==> src/rtl/sync_fifo_pkg.sv <==
// Shared constants and helpers for the sync FIFO family.
// Latency: n/a (package only).
// Backpressure: n/a. Provides clog2, default sizes and the threshold range-check macro.

`ifndef SYNC_FIFO_PKG_SV
`define SYNC_FIFO_PKG_SV

// True when both occupancy thresholds are legal for a FIFO of depth d.
`define SYNC_FIFO_THRESH_OK(af, ae, d) \
  (((af) >= 1) && ((af) <= (d)) && ((ae) >= 0) && ((ae) <= ((d) - 1)))

package sync_fifo_pkg;

  localparam int DEF_WIDTH = 8;
  localparam int DEF_DEPTH = 16;

  // Smallest r such that 2**r >= n (n >= 1).
  function automatic int clog2(input int n);
    int r;
    int v;
    r = 0;
    v = 1;
    while (v < n) begin
      v = v << 1;
      r = r + 1;
    end
    return r;
  endfunction

endpackage

`endif

==> src/rtl/sync_fifo_flags_if.sv <==
// Producer/consumer bundle for sync_fifo_flags.
// Latency: n/a (wires only).
// Backpressure: full_o/empty_o plus error pulses; see sync_fifo_flags.
// Ports (slave = FIFO side):
//   in : wr_en_i, wdata_i, rd_en_i
//   out: full_o, almost_full_o, wr_error_o, rdata_o, rvalid_o, empty_o,
//        almost_empty_o, rd_error_o, count_o

interface sync_fifo_flags_if
  import sync_fifo_pkg::*;
#(
  parameter int WIDTH    = DEF_WIDTH,
  parameter int PTR_ADDR = clog2(DEF_DEPTH)
);
  logic                wr_en_i;
  logic [WIDTH-1:0]    wdata_i;
  logic                full_o;
  logic                almost_full_o;
  logic                wr_error_o;
  logic                rd_en_i;
  logic [WIDTH-1:0]    rdata_o;
  logic                rvalid_o;
  logic                empty_o;
  logic                almost_empty_o;
  logic                rd_error_o;
  logic [PTR_ADDR:0]   count_o;

  // Producer/consumer side.
  modport master (
    output wr_en_i, wdata_i, rd_en_i,
    input  full_o, almost_full_o, wr_error_o, rdata_o, rvalid_o,
           empty_o, almost_empty_o, rd_error_o, count_o
  );

  // FIFO side.
  modport slave (
    input  wr_en_i, wdata_i, rd_en_i,
    output full_o, almost_full_o, wr_error_o, rdata_o, rvalid_o,
           empty_o, almost_empty_o, rd_error_o, count_o
  );
endinterface

==> src/rtl/sync_fifo_mem.sv <==
// DEPTH x WIDTH storage: one synchronous write port, one asynchronous read port, no reset.
// Latency: write visible on the read port the cycle after we_i; read is combinational.
// Backpressure: none; the caller decides when a write is allowed.
// Ports: clk_i, we_i, waddr_i, wdata_i, raddr_i, rdata_o.

module sync_fifo_mem
  import sync_fifo_pkg::*;
#(
  parameter int WIDTH    = DEF_WIDTH,
  parameter int DEPTH    = DEF_DEPTH,
  parameter int PTR_ADDR = clog2(DEF_DEPTH)
) (
  input  logic                clk_i,
  input  logic                we_i,
  input  logic [PTR_ADDR-1:0] waddr_i,
  input  logic [WIDTH-1:0]    wdata_i,
  input  logic [PTR_ADDR-1:0] raddr_i,
  output logic [WIDTH-1:0]    rdata_o
);
  logic [WIDTH-1:0] mem [DEPTH];

  always_ff @(posedge clk_i) begin
    if (we_i) begin
      mem[waddr_i] <= wdata_i;
    end
  end

  assign rdata_o = mem[raddr_i];
endmodule

==> src/rtl/sync_fifo_flags.sv <==
// Single-clock FIFO with count, almost-full/empty flags, read-valid strobe and error pulses.
// Latency: registered read 1 cycle; SYNC_FIFO_FWFT_EN gives first-word-fall-through (0 cycles).
// Backpressure: writes at full are rejected unless a read pops the same cycle; reads at empty
//   are rejected; each rejection raises a one-cycle wr_error_o/rd_error_o the next cycle.
// Ports: clk_i, rst_i (sync, active-high), fifo_if (sync_fifo_flags_if.slave).
// Build option: define SYNC_FIFO_FWFT_EN for first-word-fall-through reads.

module sync_fifo_flags
  import sync_fifo_pkg::*;
#(
  parameter int WIDTH     = DEF_WIDTH,
  parameter int DEPTH     = DEF_DEPTH,
  parameter int PTR_ADDR  = clog2(DEF_DEPTH),
  parameter int AF_THRESH = 14,
  parameter int AE_THRESH = 2
) (
  input  logic             clk_i,
  input  logic             rst_i,
  sync_fifo_flags_if.slave fifo_if
);
  if (DEPTH < 2 || (DEPTH & (DEPTH - 1)) != 0) begin : g_bad_depth
    $error("sync_fifo_flags: DEPTH must be a power of two >= 2");
  end
  if (PTR_ADDR != clog2(DEPTH)) begin : g_bad_ptr
    $error("sync_fifo_flags: PTR_ADDR must equal clog2(DEPTH)");
  end
  if (!(`SYNC_FIFO_THRESH_OK(AF_THRESH, AE_THRESH, DEPTH))) begin : g_bad_thresh
    $error("sync_fifo_flags: AF_THRESH/AE_THRESH out of range");
  end

  localparam logic [PTR_ADDR:0] AF_LVL = (PTR_ADDR + 1)'(AF_THRESH);
  localparam logic [PTR_ADDR:0] AE_LVL = (PTR_ADDR + 1)'(AE_THRESH);

  // Pointers carry one extra wrap bit so full and empty are distinguishable.
  logic [PTR_ADDR:0] wr_ptr;
  logic [PTR_ADDR:0] rd_ptr;
  logic [PTR_ADDR:0] count;
  logic              empty;
  logic              full;
  logic              wr_acc;
  logic              rd_acc;
  logic              wr_err_q;
  logic              rd_err_q;
  logic [WIDTH-1:0]  mem_rdata;

  assign empty  = (wr_ptr == rd_ptr);
  assign full   = (wr_ptr[PTR_ADDR] != rd_ptr[PTR_ADDR]) &&
                  (wr_ptr[PTR_ADDR-1:0] == rd_ptr[PTR_ADDR-1:0]);
  assign count  = wr_ptr - rd_ptr;

  // A write at full is still taken when a read frees the slot in the same cycle.
  assign rd_acc = fifo_if.rd_en_i & ~empty;
  assign wr_acc = fifo_if.wr_en_i & (~full | fifo_if.rd_en_i);

  sync_fifo_mem #(
    .WIDTH    (WIDTH),
    .DEPTH    (DEPTH),
    .PTR_ADDR (PTR_ADDR)
  ) u_mem (
    .clk_i   (clk_i),
    .we_i    (wr_acc & ~rst_i),
    .waddr_i (wr_ptr[PTR_ADDR-1:0]),
    .wdata_i (fifo_if.wdata_i),
    .raddr_i (rd_ptr[PTR_ADDR-1:0]),
    .rdata_o (mem_rdata)
  );

  always_ff @(posedge clk_i) begin
    if (rst_i) begin
      wr_ptr   <= '0;
      rd_ptr   <= '0;
      wr_err_q <= 1'b0;
      rd_err_q <= 1'b0;
    end else begin
      if (wr_acc) begin
        wr_ptr <= wr_ptr + 1'b1;
      end
      if (rd_acc) begin
        rd_ptr <= rd_ptr + 1'b1;
      end
      wr_err_q <= fifo_if.wr_en_i & ~wr_acc;
      rd_err_q <= fifo_if.rd_en_i & ~rd_acc;
    end
  end

`ifdef SYNC_FIFO_FWFT_EN
  // Head word is always on display; rd_en_i just advances past it.
  assign fifo_if.rdata_o  = empty ? '0 : mem_rdata;
  assign fifo_if.rvalid_o = ~empty;
`else
  logic [WIDTH-1:0] rdata_q;
  logic             rvalid_q;

  always_ff @(posedge clk_i) begin
    if (rst_i) begin
      rdata_q  <= '0;
      rvalid_q <= 1'b0;
    end else begin
      rvalid_q <= rd_acc;
      if (rd_acc) begin
        rdata_q <= mem_rdata;
      end
    end
  end

  assign fifo_if.rdata_o  = rdata_q;
  assign fifo_if.rvalid_o = rvalid_q;
`endif

  assign fifo_if.full_o         = full;
  assign fifo_if.empty_o        = empty;
  assign fifo_if.almost_full_o  = (count >= AF_LVL);
  assign fifo_if.almost_empty_o = (count <= AE_LVL);
  assign fifo_if.count_o        = count;
  assign fifo_if.wr_error_o     = wr_err_q;
  assign fifo_if.rd_error_o     = rd_err_q;
endmodule

==> src/flat_wrapper.sv <==
// flat-port wrapper written by rule: the top's interface ports become plain ports
module sync_fifo_flags_flat import sync_fifo_pkg::*;
#(
  parameter int WIDTH     = DEF_WIDTH,
  parameter int DEPTH     = DEF_DEPTH,
  parameter int PTR_ADDR  = clog2(DEF_DEPTH),
  parameter int AF_THRESH = 14,
  parameter int AE_THRESH = 2
)
  (clk_i, rst_i, fifo_if_wr_en_i, fifo_if_wdata_i, fifo_if_rd_en_i, fifo_if_full_o, fifo_if_almost_full_o, fifo_if_wr_error_o, fifo_if_rdata_o, fifo_if_rvalid_o, fifo_if_empty_o, fifo_if_almost_empty_o, fifo_if_rd_error_o, fifo_if_count_o);
  sync_fifo_flags_if #(.WIDTH(WIDTH), .PTR_ADDR(PTR_ADDR)) fifo_if_i ();
  input  logic clk_i;
  input  logic rst_i;
  input wire logic [$bits(fifo_if_i.wr_en_i)-1:0] fifo_if_wr_en_i;
  input wire logic [$bits(fifo_if_i.wdata_i)-1:0] fifo_if_wdata_i;
  input wire logic [$bits(fifo_if_i.rd_en_i)-1:0] fifo_if_rd_en_i;
  output wire logic [$bits(fifo_if_i.full_o)-1:0] fifo_if_full_o;
  output wire logic [$bits(fifo_if_i.almost_full_o)-1:0] fifo_if_almost_full_o;
  output wire logic [$bits(fifo_if_i.wr_error_o)-1:0] fifo_if_wr_error_o;
  output wire logic [$bits(fifo_if_i.rdata_o)-1:0] fifo_if_rdata_o;
  output wire logic [$bits(fifo_if_i.rvalid_o)-1:0] fifo_if_rvalid_o;
  output wire logic [$bits(fifo_if_i.empty_o)-1:0] fifo_if_empty_o;
  output wire logic [$bits(fifo_if_i.almost_empty_o)-1:0] fifo_if_almost_empty_o;
  output wire logic [$bits(fifo_if_i.rd_error_o)-1:0] fifo_if_rd_error_o;
  output wire logic [$bits(fifo_if_i.count_o)-1:0] fifo_if_count_o;
  assign fifo_if_i.wr_en_i = fifo_if_wr_en_i;
  assign fifo_if_i.wdata_i = fifo_if_wdata_i;
  assign fifo_if_i.rd_en_i = fifo_if_rd_en_i;
  assign fifo_if_full_o = fifo_if_i.full_o;
  assign fifo_if_almost_full_o = fifo_if_i.almost_full_o;
  assign fifo_if_wr_error_o = fifo_if_i.wr_error_o;
  assign fifo_if_rdata_o = fifo_if_i.rdata_o;
  assign fifo_if_rvalid_o = fifo_if_i.rvalid_o;
  assign fifo_if_empty_o = fifo_if_i.empty_o;
  assign fifo_if_almost_empty_o = fifo_if_i.almost_empty_o;
  assign fifo_if_rd_error_o = fifo_if_i.rd_error_o;
  assign fifo_if_count_o = fifo_if_i.count_o;
  sync_fifo_flags #(.WIDTH(WIDTH), .DEPTH(DEPTH), .PTR_ADDR(PTR_ADDR), .AF_THRESH(AF_THRESH), .AE_THRESH(AE_THRESH)) u_core (.clk_i(clk_i), .rst_i(rst_i), .fifo_if(fifo_if_i));
endmodule
==> config.mk <==
export PLATFORM = sky130hd
export DESIGN_NAME = sync_fifo_flags_flat
export DESIGN_NICKNAME = d
export VERILOG_FILES = /design/src/rtl/sync_fifo_pkg.sv /design/src/rtl/sync_fifo_flags_if.sv /design/src/rtl/sync_fifo_mem.sv /design/src/rtl/sync_fifo_flags.sv /design/src/flat_wrapper.sv
export SDC_FILE = /design/constraint.sdc
export NUM_CORES = 1
export LEC_CHECK = 0
export CAP_MARGIN = 20
export CORE_ASPECT_RATIO = 0.8
export CORE_UTILIZATION = 48
export DETAILED_ROUTE_END_ITERATION = 16
export DONT_BUFFER_PORTS = 1
export SETUP_SLACK_MARGIN = 0.02
export SLEW_MARGIN = 20
export SYNTH_ARGS = -nofsm -noshare
export SYNTH_HDL_FRONTEND = slang
export SYNTH_SLANG_ARGS = --single-unit
==> constraint.sdc <==
create_clock -name clk_i -period 4.04 [get_ports clk_i]
set_input_delay 0.202 -clock clk_i [delete_from_list [all_inputs] [get_ports clk_i]]
set_output_delay 0.202 -clock clk_i [all_outputs]
set_load 0.005 [all_outputs]
# After elaboration in Yosys (flattened, before gate mapping)
# Memory sizes are Yosys's and may differ from the RTL's. A register that Yosys moved wholly into a read port is not among the register bits.
# Index checks and enable logic that the tools add are counted.
[word_totals]
register_bits = 13
latch_bits = 0
ram_bits = 128
rom_bits = 0
input_bits = 12
output_inout_bits = 20
wordCells = 28
n_memories = 1
[op_classes]
addsub = 3
multipliers = 0
div_mod_pow = 0
magnitude_cmp = 2
eq_ne = 3
shift = 0
n_mux = 2
bitwise = 11
n_reduce_logical = 1
[memory_table]
columns = ["memory", "words", "width", "read_ports", "rd_clocked_by_memory_dff", "wr", "line", "source"]
rows = [
  ["u_core.u_mem.mem", 16, 8, 1, 1, 1, "sync_fifo_mem.sv:20", "logic [WIDTH-1:0] mem [DEPTH];"],
]
[op_table]
columns = ["operator", "count"]
rows = [
  ["5-bit by 1-bit adder with 5-bit output (second input constant)", 2],
  ["1-bit bitwise AND", 5],
  ["5-bit equality test", 1],
  ["5-bit by 4-bit >= comparator with 1-bit output (second input constant)", 1],
  ["5-bit by 2-bit less-or-equal comparator with 1-bit output (second input constant)", 1],
  ["1-bit NOT", 5],
  ["5-bit subtractor", 1],
  ["4-bit equality test", 1],
  ["1-bit 2-to-1 mux", 2],
  ["1-bit logical AND", 1],
  ["1-bit != test", 1],
  ["1-bit bitwise OR", 1],
]

# Longest topological paths before layout
# Gate-level depths: netlist of run 1.
[depth]
ltp_word = 8
depth_mapped = 10
ltp_nobuf = 8

# By module
# From an unflattened synthesis of run 1, not the netlist that was laid out.
[hier_totals]
hier_cells = 325
area_unflattened_um2 = 6029.5
[modules_own_cells]
columns = ["mod", "instances", "cells_each", "area_each_um2", "seq_area_each_um2"]
rows = [
  ["sync_fifo_mem", 1, 221, 4987.3, 3843.7],
  ["sync_fifo_flags", 1, 104, 1042.2, 420.4],
]

# Least setup slack after synthesis of run 1
# Ideal clock, no wire load.
[synth_path]
path_kind = "flip-flop to flip-flop"
startpoint = "reg u_core.rd_ptr[1]"
endpoint = "mem u_core.u_mem.mem[0][0] (netlist bit) (enable)"
setup_time_ns = 0.383
t_arrival_ns = 2.511
required_ns = 3.657
path_slack_ns = 1.146
path_stages_with_launch = 10
path_buffers = 3
synth_period_minus_slack_ns = 2.894
path_cell_list = "dfxtp_1 -> buf_2 -> buf_4 -> buf_2 -> inv_1 -> ha_1 -> and4_1 -> a31oi_1 -> nand2_1 -> nor3_1"
[synth_via]
elab_chain_len = 8
[synth_rtl]
columns = ["item", "line", "source"]
rows = [
  ["start: declaration", "sync_fifo_flags.sv:36", "logic [PTR_ADDR:0] rd_ptr;"],
  ["start signal: assignment", "sync_fifo_flags.sv:79", "rd_ptr <= rd_ptr + 1'b1;"],
  ["4-bit equality test", "sync_fifo_flags.sv:48", "(wr_ptr[PTR_ADDR-1:0] == rd_ptr[PTR_ADDR-1:0]);"],
  ["1-bit logical AND", "sync_fifo_flags.sv:47", "assign full = (wr_ptr[PTR_ADDR] != rd_ptr[PTR_ADDR]) &&"],
  ["1-bit NOT", "sync_fifo_flags.sv:53", "assign wr_acc = fifo_if.wr_en_i & (~full | fifo_if.rd_en_i);"],
  ["1-bit bitwise OR", "sync_fifo_flags.sv:53", ""],
  ["1-bit bitwise AND", "sync_fifo_flags.sv:53", ""],
  ["1-bit bitwise AND", "sync_fifo_flags.sv:61", ".we_i (wr_acc & ~rst_i),"],
  ["1-bit 2-to-1 mux", "sync_fifo_mem.sv:23", "if (we_i) begin"],
  ["1-bit 2-to-1 mux (implied by the code)", "sync_fifo_mem.sv:24", "mem[waddr_i] <= wdata_i;"],
  ["end: declaration", "sync_fifo_mem.sv:20", ""],
]
# No other way between the ends.

# Final worst setup path of run 1
[layout_path]
startpoint = "reg u_core.rd_ptr[3]"
endpoint = "mem u_core.u_mem.mem[14][5] (netlist bit) (enable)"
# Same word-level chain as after synthesis.

==> results of run 1 <==
-- cell usage in the layout, fill, tap and decap left out, types with 2 or more instances in the layout --
| cell type | count |
|---|---|
| edfxtp_1 | 128 |
| mux2i_1 | 33 |
| nor2_1 | 29 |
| dfxtp_1 | 20 |
| a211oi_1 | 17 |
| clkbuf_16 | 17 |
| o22ai_1 | 16 |
| dlygate4sd3_1 | 11 |
| mux4_1 | 9 |
| ha_1 | 9 |
| mux2_2 | 8 |
| inv_1 | 7 |
| nand2_1 | 7 |
| mux4_2 | 7 |
| buf_4 | 6 |
| a21oi_1 | 5 |
| o21ai_0 | 5 |
| clkinvlp_4 | 5 |
| xnor2_1 | 4 |
| or3_1 | 4 |
| xor2_1 | 4 |
| nor3_1 | 4 |
| nand2b_1 | 3 |
| clkinv_1 | 3 |
| nand3_1 | 3 |
| clkinv_2 | 3 |
| a21o_1 | 2 |
| and2_1 | 2 |
| nand3b_1 | 2 |
| nor4_1 | 2 |
| clkbuf_1 | 2 |
-- cell families (layout without fill, tap and decap cells) --
| logic type | after synthesis | after routing | synth area share |
|---|---|---|---|
| muxes | 57 | 57 | 0.135 |
| buffers and inverters | 24 | 57 | 0.0186 |
| xor gates and xnor gates | 9 | 9 | 0.0143 |
| DFF | 149 | 149 | 0.705 |
| adders and majority gates | 10 | 10 | 0.0219 |
| and+or+nand+nor | 60 | 60 | 0.0469 |
| AOI/OAI and AO/OA | 53 | 53 | 0.0591 |
-- worst reg2reg max path, delay by kind of cell (launching register included) --
| family | cells | cell delay [ns] |
|---|---|---|
| simple gates | 3 | 1.12 |
| buf+inv | 1 | 0.32 |
| fa+ha+maj | 1 | 0.43 |
| compound gates | 1 | 0.38 |
| flops | 1 | 0.45 |
-- metrics by stage --
step | power [mW] | instances
2_1_floorplan | 2.07 | 362
3_3_place_gp | 2.15 | 523
3_5_place_dp | 2.16 | 523
4_1_cts | 3.62 | 566
5_1_grt | 3.72 | 566
6_report | 3.60 | 566
-- per-layer routing --
metal / wire [um] / global-route usage / vias to the layer above
li1: - / - / 1480
met1: 6220 / 0.316 / 1632
met2: 5880 / 0.311 / 95
met3: 799 / 0.0628 / 10
met4: 104 / 0.0522 / 2
met5: 10 / 0 / -
-- worst max-delay path by stage --
stage                                    endpoint  slack [ns]
after CTS                 u_core.u_mem.mem[12][0]        0.98
after global routing      u_core.u_mem.mem[11][6]        0.71
after detailed placement   u_core.u_mem.mem[4][1]        0.97
after global placement    u_core.u_mem.mem[12][7]        1.13
after floorplan            u_core.u_mem.mem[0][0]        1.15
final                     u_core.u_mem.mem[14][5]        0.96
-- state kept, by name (all words and copies together), names as in the netlist --
name,cells
u_core.fifo_if.rdata_o,8
u_core.fifo_if.wr_error_o,1
u_core.wr_ptr,5
u_core.fifo_if.rd_error_o,1
u_core.fifo_if.rvalid_o,1
u_core.u_mem.mem,128
u_core.rd_ptr,5
-- synth_stat cells (all sizes together) (2+ instances only) --
master	number
mux2	8
nand2	7
a21oi	6
and2	2
nor4	2
inv	7
nand3b	2
nand2b	3
nor3	4
buf	11
xor2	4
clkbuf	5
nand3	3
dfxtp	21
ha	9
nor2	29
a21o	2
edfxtp	128
or3	4
o21ai	5
xnor2	5
a211oi	17
mux2i	33
mux4	16
o22ai	16
-- final cells by class --
class                      count  area share
clock buffer                  19      0.0629
sequential                   149       0.620
tap                          171      0.0311
timing repair buffer          17      0.0225
clock inverter                13      0.0160
inverter                       8     0.00436
multi-input combinational    189       0.243
-- power groups by stage --
stage | Sequential (mW) | Combinational [mW] | Clock, mW
floorplan | 1.76 | 0.307 | 0
global placement | 1.76 | 0.384 | 0
detailed placement | 1.76 | 0.392 | 0
CTS | 1.73 | 0.430 | 1.46
global route | 1.74 | 0.462 | 1.52
finish | 1.73 | 0.427 | 1.44
==> run metrics, run 1 <==
clock skew 0.00956 ns; synthesis-to-layout area growth 13.7%; post-synth top area cell edfxtp_1; maximum net fanout on the critical path 9; CP cell instances clkinv_1 > ha_1 > and4_1 > a31oi_1 > nand2_1 > nor2_1; worst setup margin 0.965 ns; setup TNS 0 ns; peak supply drop 0.324 mV; hold buffers post-CTS 11; worst r2r path cells 6; Setup-failing EPs final 0; I/O pin count 32; Clock Tree Root clkbuf_16; largest net degree at the start of global routing 52; ys async rst share 0; cell leakage power 2.15 nW; layout cells sized above 1 0.134; DRT iter0 DRCs 333; YS warnings 0; Post-Syn Area per Cell 16.7 sq um; Mapped Area 0.00605 sq mm; total number of vias 3219; DR pass1 iterations 4; Yosys cell types 44; clock sink count 149; Crit path largest cell delay 0.62 ns; Max-slew headroom 0.405; sw frac 0.242; Vert. Die Dim 102 um; Initial Utilization 0.494; reg2reg setup slack 0.96 ns; flops & latches, synth 149; RSZ-0062 raised after global routing no; min-delay src fifo_if_rd_en_i; crit share post-route 0.761; fin crit period 3.08 ns; Crit Path Category register to register; multi-input logic area 0.00168 sq mm; PortBufs 0; post-CTS setup buffers 0; Crit path depth 6; Fin Hold WS 0.0389 ns; Routed Antenna Nets 0; P_int 2.73 mW; CP arrival 3.12 ns; Worst-path clk slew 0.06 ns; hold endpoint u_core.rd_ptr[4]; Critical path buffers and inverters 1; Die X 128 um; Reg area 0.00427 sq mm; Hold Path Stages 3; CP Capture Type register; Hold Crit Class input port to register; RR Endpoint u_core.u_mem.mem[14][5]; antenna cells 0; Tightest Pin Transition 0.890 ns; pre-CTS WS 0.965 ns; max-slew violations 0; post-placement cell area 0.00623 sq mm; layout net count 404; Mapped Cells 362; first-pass GRT wire length 19100 um; routed len/inst 23.0 um; total track usage 0.214; fillers 971; worst setup path startpoint u_core.rd_ptr[3]; Post-Route WL 13000 um; max cap viols 0; Setup crit start kind register; Hold Vio Cnt, Final 0; Critical Path RT 4.08 ns; RePlAce Congestion 0.748; sequential share of the synthesized area 0.705; design area 0.00688 sq mm; reg-to-reg startpoint u_core.rd_ptr[3]; syn nets 384; Post-synth EDFFs 128; die area 0.0131 sq mm; core area 0.0123 sq mm; post-CTS resize count 0; latest clock arrival within the worst-skew pair 0.42 ns; DRC 0; critical path's top delay family simple AND/OR/NAND/NOR gates; Final HPWL DP 8270 um; status completed; Fmax achieved 325 MHz; total gr overflow 0; clock buffer depth 2; Synth top area share 0.635; Flop pwr share 0.481; # H-tree levels 4; row cnt 36; vias in the first global route 3050; Synth Flop Type edfxtp_1; vias per inst 5.69; top post-synthesis cells by area edfxtp_1, dfxtp_1, mux2i_1, mux4_1, mux4_2; P per Cell Area 523 mW/mm^2; power share of the clock group 0.401; Comb power frac 0.119; CTS buffer count 17; antenna violations before repair 1; Worst path slowest cell nor2_1; Core Util, Final 0.562; Psw 874 uW; TritonCTS clock tree built
Power figures use the tool's default switching activity.
==> run 2, diff against run 1 <==
--- a/config.mk
+++ b/config.mk
@@ -5,11 +5,13 @@
 export SDC_FILE = /design/constraint.sdc
 export NUM_CORES = 1
 export LEC_CHECK = 0
+export ABC_AREA = 1
 export CAP_MARGIN = 20
 export CORE_ASPECT_RATIO = 0.8
 export CORE_UTILIZATION = 48
 export DETAILED_ROUTE_END_ITERATION = 16
 export DONT_BUFFER_PORTS = 1
+export PLACE_DENSITY = 0.65
 export SETUP_SLACK_MARGIN = 0.02
 export SLEW_MARGIN = 20
 export SYNTH_ARGS = -nofsm -noshare
==> constraint.sdc (replaced) <==
create_clock -name clk_i -period 2.7 [get_ports clk_i]
set_input_delay 0.135 -clock clk_i [delete_from_list [all_inputs] [get_ports clk_i]]
set_output_delay 0.135 -clock clk_i [all_outputs]
set_load 0.005 [all_outputs]
==> run metrics, run 2 <==
cell leakage power 3.13 nW; Crit Path Category register to register; reg-to-reg startpoint u_core.rd_ptr[2]; Psw 1.61 mW; Worst-path clk slew 0.07 ns; post-synth top area cell edfxtp_1; max-slew violations 0; crit share post-route 0.933; vias per inst 5.41; Post-Route WL 16200 um; Tightest Pin Transition 0.955 ns; Post-Syn Area per Cell 10.1 sq um; Hold Crit Class input port to register; Setup-failing EPs final 0; Flop pwr share 0.434; reg2reg setup slack 0.18 ns; Post-synth top cells nand2_1, edfxtp_1, nand3_1, inv_1, a21oi_1; TritonCTS clock tree built; commonest non-fill, non-tap cells in the layout nand2_1, edfxtp_1, nand3_1; Die X 133 um; peak supply drop 0.456 mV; RePlAce Congestion 0.962; total gr overflow 0; Synth Flop Type edfxtp_1; Setup crit start kind register; RSZ-0062 raised after global routing no; DRC 0; P_int 4.37 mW; post-CTS setup buffers 0; Comb power frac 0.137; YS warnings 0; Mapped Area 0.00661 sq mm; total number of vias 4699; vias in the first global route 4563; synthesis-to-layout area growth 15.3%; core area 0.0131 sq mm; Hold Vio Cnt, Final 0; Vert. Die Dim 107 um; fin crit period 2.52 ns; Post-synth EDFFs 128; Clock Tree Root clkbuf_16; Synth top area share 0.581; power share of the clock group 0.429; sw frac 0.269; die area 0.0143 sq mm; largest net degree at the start of global routing 67; number of flip-flops in the largest register 128; clock sink count 149; Mapped Cells 654; hold endpoint u_core.fifo_if.wr_error_o; Fmax achieved 397 MHz; CTS buffer count 17; latest clock arrival within the worst-skew pair 0.42 ns; worst setup margin 0.182 ns; CP Capture Type register; maximum net fanout on the critical path 16; min-delay src rst_i; DR pass1 iterations 5; P per Cell Area 784 mW/mm^2; routed len/inst 18.7 um; # H-tree levels 4; DRT iter0 DRCs 501; max cap viols 0; sequential share of the synthesized area 0.645; flops & latches, synth 149; status completed; Hold Path Stages 3; Largest Register u_core.u_mem.mem; clock skew 0.00662 ns; RR Endpoint u_core.u_mem.mem[0][1]; most common cell in the netlist nand2_1; Initial Utilization 0.503; most common cell after layout, fill and taps aside nand2_1; total track usage 0.243; row cnt 37; layout cells sized above 1 0.105; worst r2r path cells 10; I/O pin count 32; setup TNS 0 ns; first-pass GRT wire length 25100 um; ys async rst share 0; PortBufs 0; Routed Antenna Nets 0; layout net count 701; Max-slew headroom 0.361; clock buffer depth 2; CP arrival 2.66 ns; Final HPWL DP 10500 um; syn nets 676; pre-CTS WS 0.225 ns; antenna violations before repair 0; Critical Path RT 2.84 ns; Yosys cell types 27; top post-synthesis cells by area edfxtp_1, nand2_1, nand3_1, dfxtp_1, inv_1
-- run 2: cell types whose count changed after synthesis, sizes merged, moves of 16 or more --
cell    delta
a211oi    -17
a21oi     +21
inv       +94
mux2i     -33
mux4      -16
nand2    +175
nand3     +98
o22ai     -16
-- run 2: cells by family after synthesis --
| logic type | Yosys count | share of synthesized area |
|---|---|---|
| compound gates | 39 | 0.0301 |
| xor+xnor | 7 | 0.00927 |
| fa+ha+maj | 10 | 0.0201 |
| buf+inv | 132 | 0.0821 |
| flops | 149 | 0.645 |
| simple gates | 317 | 0.213 |
-- run 2: how the worst max path moves through the flow --
stage,start,cells past startpoint,slack (ns),endpoint
floorplan,u_core.rd_ptr[1],12,0.02,u_core.u_mem.mem[4][0]
detailed placement,u_core.rd_ptr[2],9,0.22,u_core.u_mem.mem[15][1]
finish,u_core.rd_ptr[2],10,0.18,u_core.u_mem.mem[0][1]
CTS,u_core.rd_ptr[2],9,0.21,u_core.u_mem.mem[15][1]
global placement,u_core.rd_ptr[2],9,0.37,u_core.u_mem.mem[3][4]
global route,u_core.rd_ptr[2],10,0.04,u_core.u_mem.mem[0][1]
-- run 2: area by class of cell --
cell class,count,area (sq um)
fillers,1103,5530
flip-flops and latches,149,4270
multi-input cells,373,1810
clock buffers,17,425
inverters,103,392
repair buffers,35,293
clock inverters,15,219
well taps,175,219
diodes,1,2.50
-- run 2: layer usage --
layer,global-route usage,share of wire,wire length [um],vias to the layer above
li1,-,-,-,2202
met1,0.330,0.42,6810,2220
met2,0.384,0.45,7380,239
met3,0.0582,0.099,1610,38
met4,0.0893,0.027,437,0
met5,0,0,0,-
-- run 2: metrics by stage --
step                      power [mW]  hold WS (ns)  instance area, sq um   util  cells
after detailed placement        3.39         0.211                  6850  0.521    823
after CTS                       5.99         0.146                  7620  0.579    867
after floorplan                 3.17         0.234                  6610      -    654
after global placement          3.38         0.205                  6850  0.521    823
after global routing            6.18         0.171                  7620  0.580    867
final                           5.97         0.159                  7620  0.580    868
-- run 2: power by group through the flow --
stage	Clock (mW)	Sequential (mW)	Combinational, mW
after global routing	2.69	2.60	0.898
after detailed placement	0	2.64	0.745
after CTS	2.59	2.59	0.811
after global placement	0	2.64	0.736
after floorplan	0	2.62	0.552
final	2.56	2.59	0.819
-- run 2: repair_timing --
| item | in CTS | in global routing |
|---|---|---|
| hold buffers | 12 | 0 |
| endpoints found under the hold margin | 138 | 0 |
| resized for setup | 0 | 1 |
| setup endpoints to repair | 0 | 8 |
-- run 2: worst max-delay path, cell delays in order (launching register included) --
cell     delay, ns
dfxtp_1       0.31
inv_1         0.28
ha_1          0.38
nand2_2       0.13
nor2_4        0.06
nand3_4       0.11
nand2_4       0.09
inv_4         0.08
nand2_4       0.13
nor3_1        0.42
buf_4         0.24
